**config.mk**
```make
export PLATFORM = sky130hd
export DESIGN_NAME = time_cnt_sync
export DESIGN_NICKNAME = d
export VERILOG_FILES = /design/src/rtl/time_cnt_sync.sv
export SDC_FILE = /design/constraint.sdc
export NUM_CORES = 1
export LEC_CHECK = 0
export CAP_MARGIN = 20
export CELL_PAD_IN_SITES_DETAIL_PLACEMENT = 2
export CELL_PAD_IN_SITES_GLOBAL_PLACEMENT = 2
export CORE_AREA = 2 2 216 218
export DETAILED_ROUTE_END_ITERATION = 16
export DIE_AREA = 0 0 218 220
export DONT_BUFFER_PORTS = 1
export GPL_ROUTABILITY_DRIVEN = 0
export PLACE_DENSITY = 0.79
export SYNTH_ARGS = -nofsm -noshare
export SYNTH_HDL_FRONTEND = slang
export SYNTH_SLANG_ARGS = --single-unit
```
**constraint.sdc**
```tcl
create_clock -name CLK -period 11.5 [get_ports CLK]
set_input_delay 2.3 -clock CLK [delete_from_list [all_inputs] [get_ports CLK]]
set_output_delay 2.3 -clock CLK [all_outputs]
set_load 0.02 [all_outputs]
```
**src/rtl/time_cnt_sync.sv**
```systemverilog
// Local 64-bit time counter that follows EtherCAT SYNC0 edges: the first
// armed edge loads the counter, later edges slew it by one step or hard-load it.
module time_cnt_sync #(
    parameter int unsigned CYCLE_BITS = 9,
    parameter int unsigned SYNC_TOL   = 2
) (
    input  logic                  CLK,
    input  logic                  RST,
    input  logic                  SYNC0,
    input  logic [63:0]           SYNC_TIME,
    input  logic                  SYNC_TIME_SET,
    input  logic                  CLR_ERR,
    output logic [63:0]           TIME_CNT,
    output logic [CYCLE_BITS-1:0] CYCLE_CNT,
    output logic                  SYNCED,
    output logic                  DRIFT_ERR,
    output logic [15:0]           LAST_DRIFT
);

    localparam int unsigned TW = 64;
    localparam int unsigned DW = 16;

    localparam logic signed [TW-1:0] TOL_P   = $signed(TW'(SYNC_TOL));
    localparam logic signed [TW-1:0] TOL_N   = -TOL_P;
    localparam logic signed [TW-1:0] SAT_MAX = 64'sd32767;
    localparam logic signed [TW-1:0] SAT_MIN = -64'sd32768;

    typedef enum logic {
        ST_IDLE = 1'b0,
        ST_RUN  = 1'b1
    } state_t;

    state_t          state_q, state_d;
    logic [TW-1:0]   time_q, time_d;
    logic [TW-1:0]   pend_q, pend_d;
    logic            armed_q, armed_d;
    logic            synced_q, synced_d;
    logic            err_q, err_d;
    logic [DW-1:0]   last_q, last_d;
    logic            s1_q, s1_d;
    logic            s2_q, s2_d;
    logic            prev_q, prev_d;

    logic                 sync_edge;
    logic signed [TW-1:0] drift;
    logic                 in_tol;
    logic [DW-1:0]        drift_sat;
    logic [TW-1:0]        slew_step;

    // Edge detect and drift evaluation against the value the counter would reach
    always_comb begin
        sync_edge = s2_q & ~prev_q;
        drift     = $signed(pend_q - (time_q + TW'(1)));
        in_tol    = (drift <= TOL_P) && (drift >= TOL_N);

        if (drift > SAT_MAX) begin
            drift_sat = 16'h7fff;
        end else if (drift < SAT_MIN) begin
            drift_sat = 16'h8000;
        end else begin
            drift_sat = DW'(drift);
        end

        if (drift > 64'sd0) begin
            slew_step = TW'(2);
        end else if (drift < 64'sd0) begin
            slew_step = TW'(0);
        end else begin
            slew_step = TW'(1);
        end
    end

    always_comb begin
        s1_d     = SYNC0;
        s2_d     = s1_q;
        prev_d   = s2_q;
        state_d  = state_q;
        time_d   = time_q + TW'(1);
        pend_d   = pend_q;
        armed_d  = armed_q;
        synced_d = synced_q;
        err_d    = err_q;
        last_d   = last_q;

        if (CLR_ERR) begin
            err_d = 1'b0;
        end

        if (sync_edge && armed_q) begin
            armed_d = 1'b0;
            last_d  = drift_sat;
            if (state_q == ST_IDLE) begin
                time_d   = pend_q;
                state_d  = ST_RUN;
                synced_d = 1'b1;
            end else if (in_tol) begin
                time_d = time_q + slew_step;
            end else begin
                time_d = pend_q;
                err_d  = 1'b1;
            end
        end

        // A new pending value is taken after the edge has used the old one
        if (SYNC_TIME_SET) begin
            pend_d  = SYNC_TIME;
            armed_d = 1'b1;
        end
    end

    always_ff @(posedge CLK) begin
        if (RST) begin
            state_q  <= ST_IDLE;
            time_q   <= '0;
            pend_q   <= '0;
            armed_q  <= 1'b0;
            synced_q <= 1'b0;
            err_q    <= 1'b0;
            last_q   <= '0;
            s1_q     <= 1'b1;
            s2_q     <= 1'b1;
            prev_q   <= 1'b1;
        end else begin
            state_q  <= state_d;
            time_q   <= time_d;
            pend_q   <= pend_d;
            armed_q  <= armed_d;
            synced_q <= synced_d;
            err_q    <= err_d;
            last_q   <= last_d;
            s1_q     <= s1_d;
            s2_q     <= s2_d;
            prev_q   <= prev_d;
        end
    end

    assign TIME_CNT   = time_q;
    assign CYCLE_CNT  = time_q[CYCLE_BITS-1:0];
    assign SYNCED     = synced_q;
    assign DRIFT_ERR  = err_q;
    assign LAST_DRIFT = last_q;

endmodule

```
==> results of run 1 <==
==> per-stage QoR <==
stage / instance area [um^2] / total power, uW
after detailed placement: 16150 / 1178
final: 16800 / 1834
after floorplan: 15760 / 1008
after CTS: 16760 / 1819
after global placement: 16150 / 1152
after global routing: 16800 / 1902
==> flip-flops by register name (all words and copies together), names as in the netlist <==
signal	flops
DRIFT_ERR	1
TIME_CNT	64
armed_q	1
LAST_DRIFT	16
s1_q	1
prev_q	1
state_q	1
pend_q	64
SYNCED	1
prev_d	1
==> area by class of cell <==
type | instances | area [um^2] | area share [%]
Multi-Input combinational cell | 1719 | 11890 | 70.75
Sequential cell | 151 | 3024 | 18.00
Tap cell | 607 | 759.5 | 4.519
Clock buffer | 18 | 439.2 | 2.613
Timing Repair Buffer | 44 | 350.3 | 2.085
Inverter | 46 | 172.7 | 1.027
Clock inverter | 13 | 168.9 | 1.005
==> final timing paths <==
kind	endpoint	slack, ps	depth (start not counted)
worst max-delay path	TIME_CNT[48]$_SDFF_PP0_	580	37
worst min-delay path	prev_d$_SDFF_PP1_	410	1
worst max register to register	TIME_CNT[48]$_SDFF_PP0_	580	37
worst min register to register	prev_d$_SDFF_PP1_	410	1
==> worst max-delay path: cells and delay by family, from the launching register on <==
| kind | cells | cell delay (ps) |
|---|---|---|
| mux | 1 | 280 |
| simple gates | 19 | 6180 |
| buf+inv | 4 | 620 |
| fa+ha+maj | 4 | 1400 |
| compound gates | 6 | 1490 |
| flops | 1 | 310 |
| xor+xnor | 3 | 470 |
==> kinds of logic (layout without fill, tap and decap cells) <==
logic type,Yosys count,count (layout),synth area share (%)
simple gates,914,914,30.69
xor+xnor,203,203,13.54
flops,151,151,19.18
buf+inv,208,121,5.629
fa+ha+maj,54,54,4.176
compound gates,454,454,20.68
mux,94,94,6.097
==> report_power, final <==
part,switching (uW),internal (uW),leakage [uW]
Sequential,39.8,541,0.00123
Clock,291,349,0.000286
Combinational,393,221,0.00466
==> routing by layer <==
| metal | global-route usage (%) | up-vias |
|---|---|---|
| li1 | - | 7479 |
| met5 | 0 | - |
| met3 | 6.818 | 237 |
| met1 | 39.53 | 8917 |
| met4 | 17.94 | 2 |
| met2 | 55.20 | 858 |
==> placed cells by master (no fill, tap or decap), types with 36 or more instances in the layout <==
cell type  instances
nand2_1          230
nor2_1           200
dfxtp_1          150
xnor2_1           99
a21oi_1           96
nand4_1           82
xor2_1            78
mux2i_1           78
nand3_1           76
o21ai_0           64
nor3_1            55
inv_1             45
a31oi_1           44
buf_4             43
and3_1            39
ha_1              36
==> run summary, run 1 <==
Largest net degree at the start of global routing = 92
Layout cell share with drive strength beyond 1 = 8.086%
Total CTS buffers = 17
Status = finished, final reports clean
Nature of the critical path startpoint = register
CP startpoint = TIME_CNT[0]$_SDFF_PP0_
Die width = 218 um
Synth-to-layout area growth = 6.629%
Clk_skew = 35.40 ps
Synth Cell Area = 0.01576 mm^2
Antenna diodes = 0
Post-synth top flop = dfxtp_1
CTS Hold Bufs = 0
Worst hold path class = reg2reg
WL met2 = 37220 um
Worst path arrival time = 11240 ps
Placed cell count = 2565
Final Util = 36.64%
Post-synth top cells = nand2_1, nor2_1, dfxtp_1, xnor2_1, a21oi_1
All-layer global routing usage = 32.98%
Final WS setup = 579.6 ps
Kind of critical path = reg2reg
Pre-CTS setup slack = 926.6 ps
Top post-synthesis cells by area = dfxtp_1, xnor2_1, nand2_1
CTS tree = done
Core ar. = 0.04586 mm^2
Req. time, crit path = 11820 ps
Max IR drop VDD = 0.09180 mV
Unique masters post-synth = 106
Clock Pin Slew Worst Setup and Hold Paths = 70 ps
FP Rows = 79
Avg Cell Area, Syn = 7.584 um^2
Hold WS = 414.9 ps
Vias in the first global route = 18220
Post-DP HPWL = 60400 um
Share of the synthesized area in the top cell type = 19.18%
First-pass GRT wire length = 118600 um
Setup crit end kind = register
Count leader, synth = nand2_1
Clock sinks = 151
Slew Limit Headroom = 21.47%
Final wirelength = 80050 um
Nets = 2086
YS warnings = 0
Post-Synthesis Cells = 2078
Setup TNS = 0 ps
Post-CTS Setup Inserts = 0
Final Setup Violations = 0
Crit path largest cell delay = 880 ps
Fraction of registers with async set/reset = 0%
Via Count = 17490
Full die area = 0.04796 mm^2
1st-iter DRT viols = 1358
DRC = 0
ANT nets after route = 0
Synthesized Nets = 2185
CTS H-tree lvls = 4
Leak pwr = 0.006179 uW
Fillers = 5317
Die H = 220 um
Wire per inst = 30.81 um
Overflow after GRT = 0
Slowest library cell on the worst path = or4_1
Tightest Pin Transition = 1178 ps
DRT met1 WL = 32250 um
Final min period = 10920 ps
Slew Limit Fails = 0
Clk_lat worst skew = 500 ps
Final Hold Viols = 0
PortBufs = 0
Met3 Wirelength = 5973 um
Critical Path Fanout Max = 12
CTS root buffer = clkbuf_16
Post-synth EDFFs = 0
Max Clk Rate = 91.57 MHz
RSZ-0062 raised after global routing = no
Top sig layer = met5
Drt via density = 6.733
Post-CTS Resized = 0
I/O Pins = 160
Initial antenna violation count = 1
Max_cap viols = 0
Register area share after synthesis = 19.18%
Final std cells w/o fill = 2598
DR pass1 iterations = 5
CTS Buffer Depth = 2
P per Cell Area = 109.1 mW/mm^2
Area leader, netlist = dfxtp_1
Final worst-path cycle share = 94.96%
Initial Util = 34.36%
Top cell by count, worst path = nor3_1
Flops & latches, synth = 151
Hold path start = s1_q$_SDFF_PP1_
Worst flop-to-flop path startpoint = TIME_CNT[0]$_SDFF_PP0_
Power figures use the tool's default switching activity.
==> run 2: changes to the inputs <==
SLEW_MARGIN = 40   (was unset)
==> run summary, run 2 (same netlist as run 1, synthesis figures left out) <==
Crit path largest cell delay = 870 ps (was 880 ps)
Tightest Pin Transition = 893.1 ps (was 1178 ps)
Status = finished, final reports clean (unchanged)
Final wirelength = 80620 um (was 80050 um)
Total CTS buffers = 17 (unchanged)
DRT met1 WL = 32080 um (was 32250 um)
Worst hold path class = reg2reg (unchanged)
Die width = 218 um (unchanged)
Req. time, crit path = 11850 ps (was 11820 ps)
Vias in the first global route = 18310 (was 18220)
Worst path arrival time = 11180 ps (was 11240 ps)
CTS H-tree lvls = 4 (unchanged)
Setup crit end kind = register (unchanged)
Clk_skew = 28.05 ps (was 35.40 ps)
Met3 Wirelength = 6088 um (was 5973 um)
Slowest library cell on the worst path = or4_1 (unchanged)
Final Hold Viols = 0 (unchanged)
First-pass GRT wire length = 119800 um (was 118600 um)
Setup TNS = 0 ps (unchanged)
Wire per inst = 31.03 um (was 30.81 um)
RSZ-0062 raised after global routing = no (unchanged)
Initial Util = 34.36% (unchanged)
Slew Limit Headroom = 40.03% (was 21.47%)
FP Rows = 79 (unchanged)
Dpl cell area = 0.01622 mm^2 (was 0.01615 mm^2)
Final Setup Violations = 0 (unchanged)
CTS root buffer = clkbuf_16 (unchanged)
PortBufs = 0 (unchanged)
R2R cell count = 37 (unchanged)
Full die area = 0.04796 mm^2 (unchanged)
Layout cell share with drive strength beyond 1 = 8.388% (was 8.086%)
Via Count = 17390 (was 17490)
Final min period = 10830 ps (was 10920 ps)
Nature of the critical path startpoint = register (unchanged)
Flop-to-flop setup slack = 670 ps (was 580 ps)
1st-iter DRT viols = 1470 (was 1358)
Post-CTS Setup Inserts = 0 (unchanged)
ANT nets after route = 0 (unchanged)
Most common cell after layout, fill and taps aside = nand2_1 (unchanged)
Leak pwr = 0.006200 uW (was 0.006179 uW)
All-layer global routing usage = 33.37% (was 32.98%)
P per Cell Area = 108.7 mW/mm^2 (was 109.1 mW/mm^2)
Hold Path End = prev_d$_SDFF_PP1_ (unchanged)
Critical Path Fanout Max = 12 (unchanged)
Final Instance Area = 0.01684 mm^2 (was 0.01680 mm^2)
CTS Buffer Depth = 2 (unchanged)
I/O Pins = 160 (unchanged)
Drt via density = 6.694 (was 6.733)
DR pass1 iterations = 5 (unchanged)
Final worst-path cycle share = 94.19% (was 94.96%)
Clk_lat worst skew = 510 ps (was 500 ps)
CTS Hold Bufs = 0 (unchanged)
Max_cap viols = 0 (unchanged)
WL met2 = 37610 um (was 37220 um)
Commonest cells after routing, fill and taps aside = nand2_1, nor2_1, dfxtp_1, xnor2_1, a21oi_1 (unchanged)
Die H = 220 um (unchanged)
Initial antenna violation count = 2 (was 1)
Clock sinks = 151 (unchanged)
Max Clk Rate = 92.32 MHz (was 91.57 MHz)
Hold path start = s1_q$_SDFF_PP1_ (unchanged)
Top sig layer = met5 (unchanged)
DRC = 0 (unchanged)
Slew Limit Fails = 0 (unchanged)
Post-DP HPWL = 60630 um (was 60400 um)
Antenna diodes = 0 (unchanged)
Largest net degree at the start of global routing = 92 (unchanged)
Core ar. = 0.04586 mm^2 (unchanged)
Max IR drop VDD = 0.09656 mV (was 0.09180 mV)
Hold path cells = 1 (unchanged)
Worst flop-to-flop path startpoint = TIME_CNT[0]$_SDFF_PP0_ (unchanged)
Kind of critical path = reg2reg (unchanged)
Overflow after GRT = 0 (unchanged)
R2r endpoint = TIME_CNT[48]$_SDFF_PP0_ (unchanged)
Clock Pin Slew Worst Setup and Hold Paths = 80 ps (was 70 ps)
CTS tree = done (unchanged)
Synth-to-layout area growth = 6.875% (was 6.629%)
Nets = 2085 (was 2086)
-- run 2: routing by layer --
metal  global-route usage, %  vias to the layer above
met2                   55.84                      811
li1                        -                     7473
met1                   39.46                     8858
met5                       0                        -
met3                   7.495                      246
met4                   18.64                        2
-- run 2: final cells by class --
cell class / instances / area [um^2]
Fill cell: 5304 / 29020
Multi-Input combinational cell: 1719 / 11940
Sequential cell: 151 / 3025
Tap cell: 607 / 759.5
Clock buffer: 18 / 439.2
Timing Repair Buffer: 43 / 346.6
Inverter: 46 / 172.7
Clock inverter: 14 / 165.2
-- run 2: worst max-delay path by stage --
stage / start / to / slack, ps / cells past startpoint
after floorplan: TIME_CNT[0]$_SDFF_PP0_ / TIME_CNT[48]$_SDFF_PP0_ / 3150 / 37
after global placement: TIME_CNT[6]$_SDFF_PP0_ / TIME_CNT[48]$_SDFF_PP0_ / 1310 / 35
after detailed placement: TIME_CNT[15]$_SDFF_PP0_ / TIME_CNT[48]$_SDFF_PP0_ / 920 / 35
after CTS: TIME_CNT[15]$_SDFF_PP0_ / TIME_CNT[48]$_SDFF_PP0_ / 840 / 35
after global routing: TIME_CNT[15]$_SDFF_PP0_ / TIME_CNT[48]$_SDFF_PP0_ / 190 / 35
final: TIME_CNT[0]$_SDFF_PP0_ / TIME_CNT[48]$_SDFF_PP0_ / 670 / 37
-- run 2: critical path, delay by kind of cell, from the launching register on --
family,cells,cell delay (ps)
muxes,1,280
and+or+nand+nor,19,5740
buffers and inverters,3,530
xor gates and xnor gates,3,540
DFF,1,310
AOI/OAI and AO/OA,7,1780
adders and majority gates,4,1470
-- run 2: power breakdown --
| group | total (uW) | internal (uW) | leakage, uW | switching, uW |
|---|---|---|---|---|
| clock network | 634 | 332 | 0.000290 | 302 |
| registers | 582 | 541 | 0.00123 | 40.7 |
| logic | 616 | 221 | 0.00468 | 395 |
-- run 2: metrics by stage --
stage / util [%] / total power [uW] / hold WS, ps / worst slack [ps] / cells
final: 36.73 / 1831 / 419.8 / 667.8 / 2598
after global routing: 36.73 / 1900 / 449.3 / 191.2 / 2598
after CTS: 36.69 / 1820 / 417.3 / 841.0 / 2598
after detailed placement: 35.37 / 1181 / 396.8 / 921.3 / 2566
after global placement: 35.21 / 1152 / 401.1 / 1311 / 2565
after floorplan: - / 1008 / 389.5 / 3152 / 2078
-- run 2: repair_timing --
action,CTS,global route
resized for setup,0,1
endpoints found under the setup margin,0,1
endpoints found under the hold margin,0,0
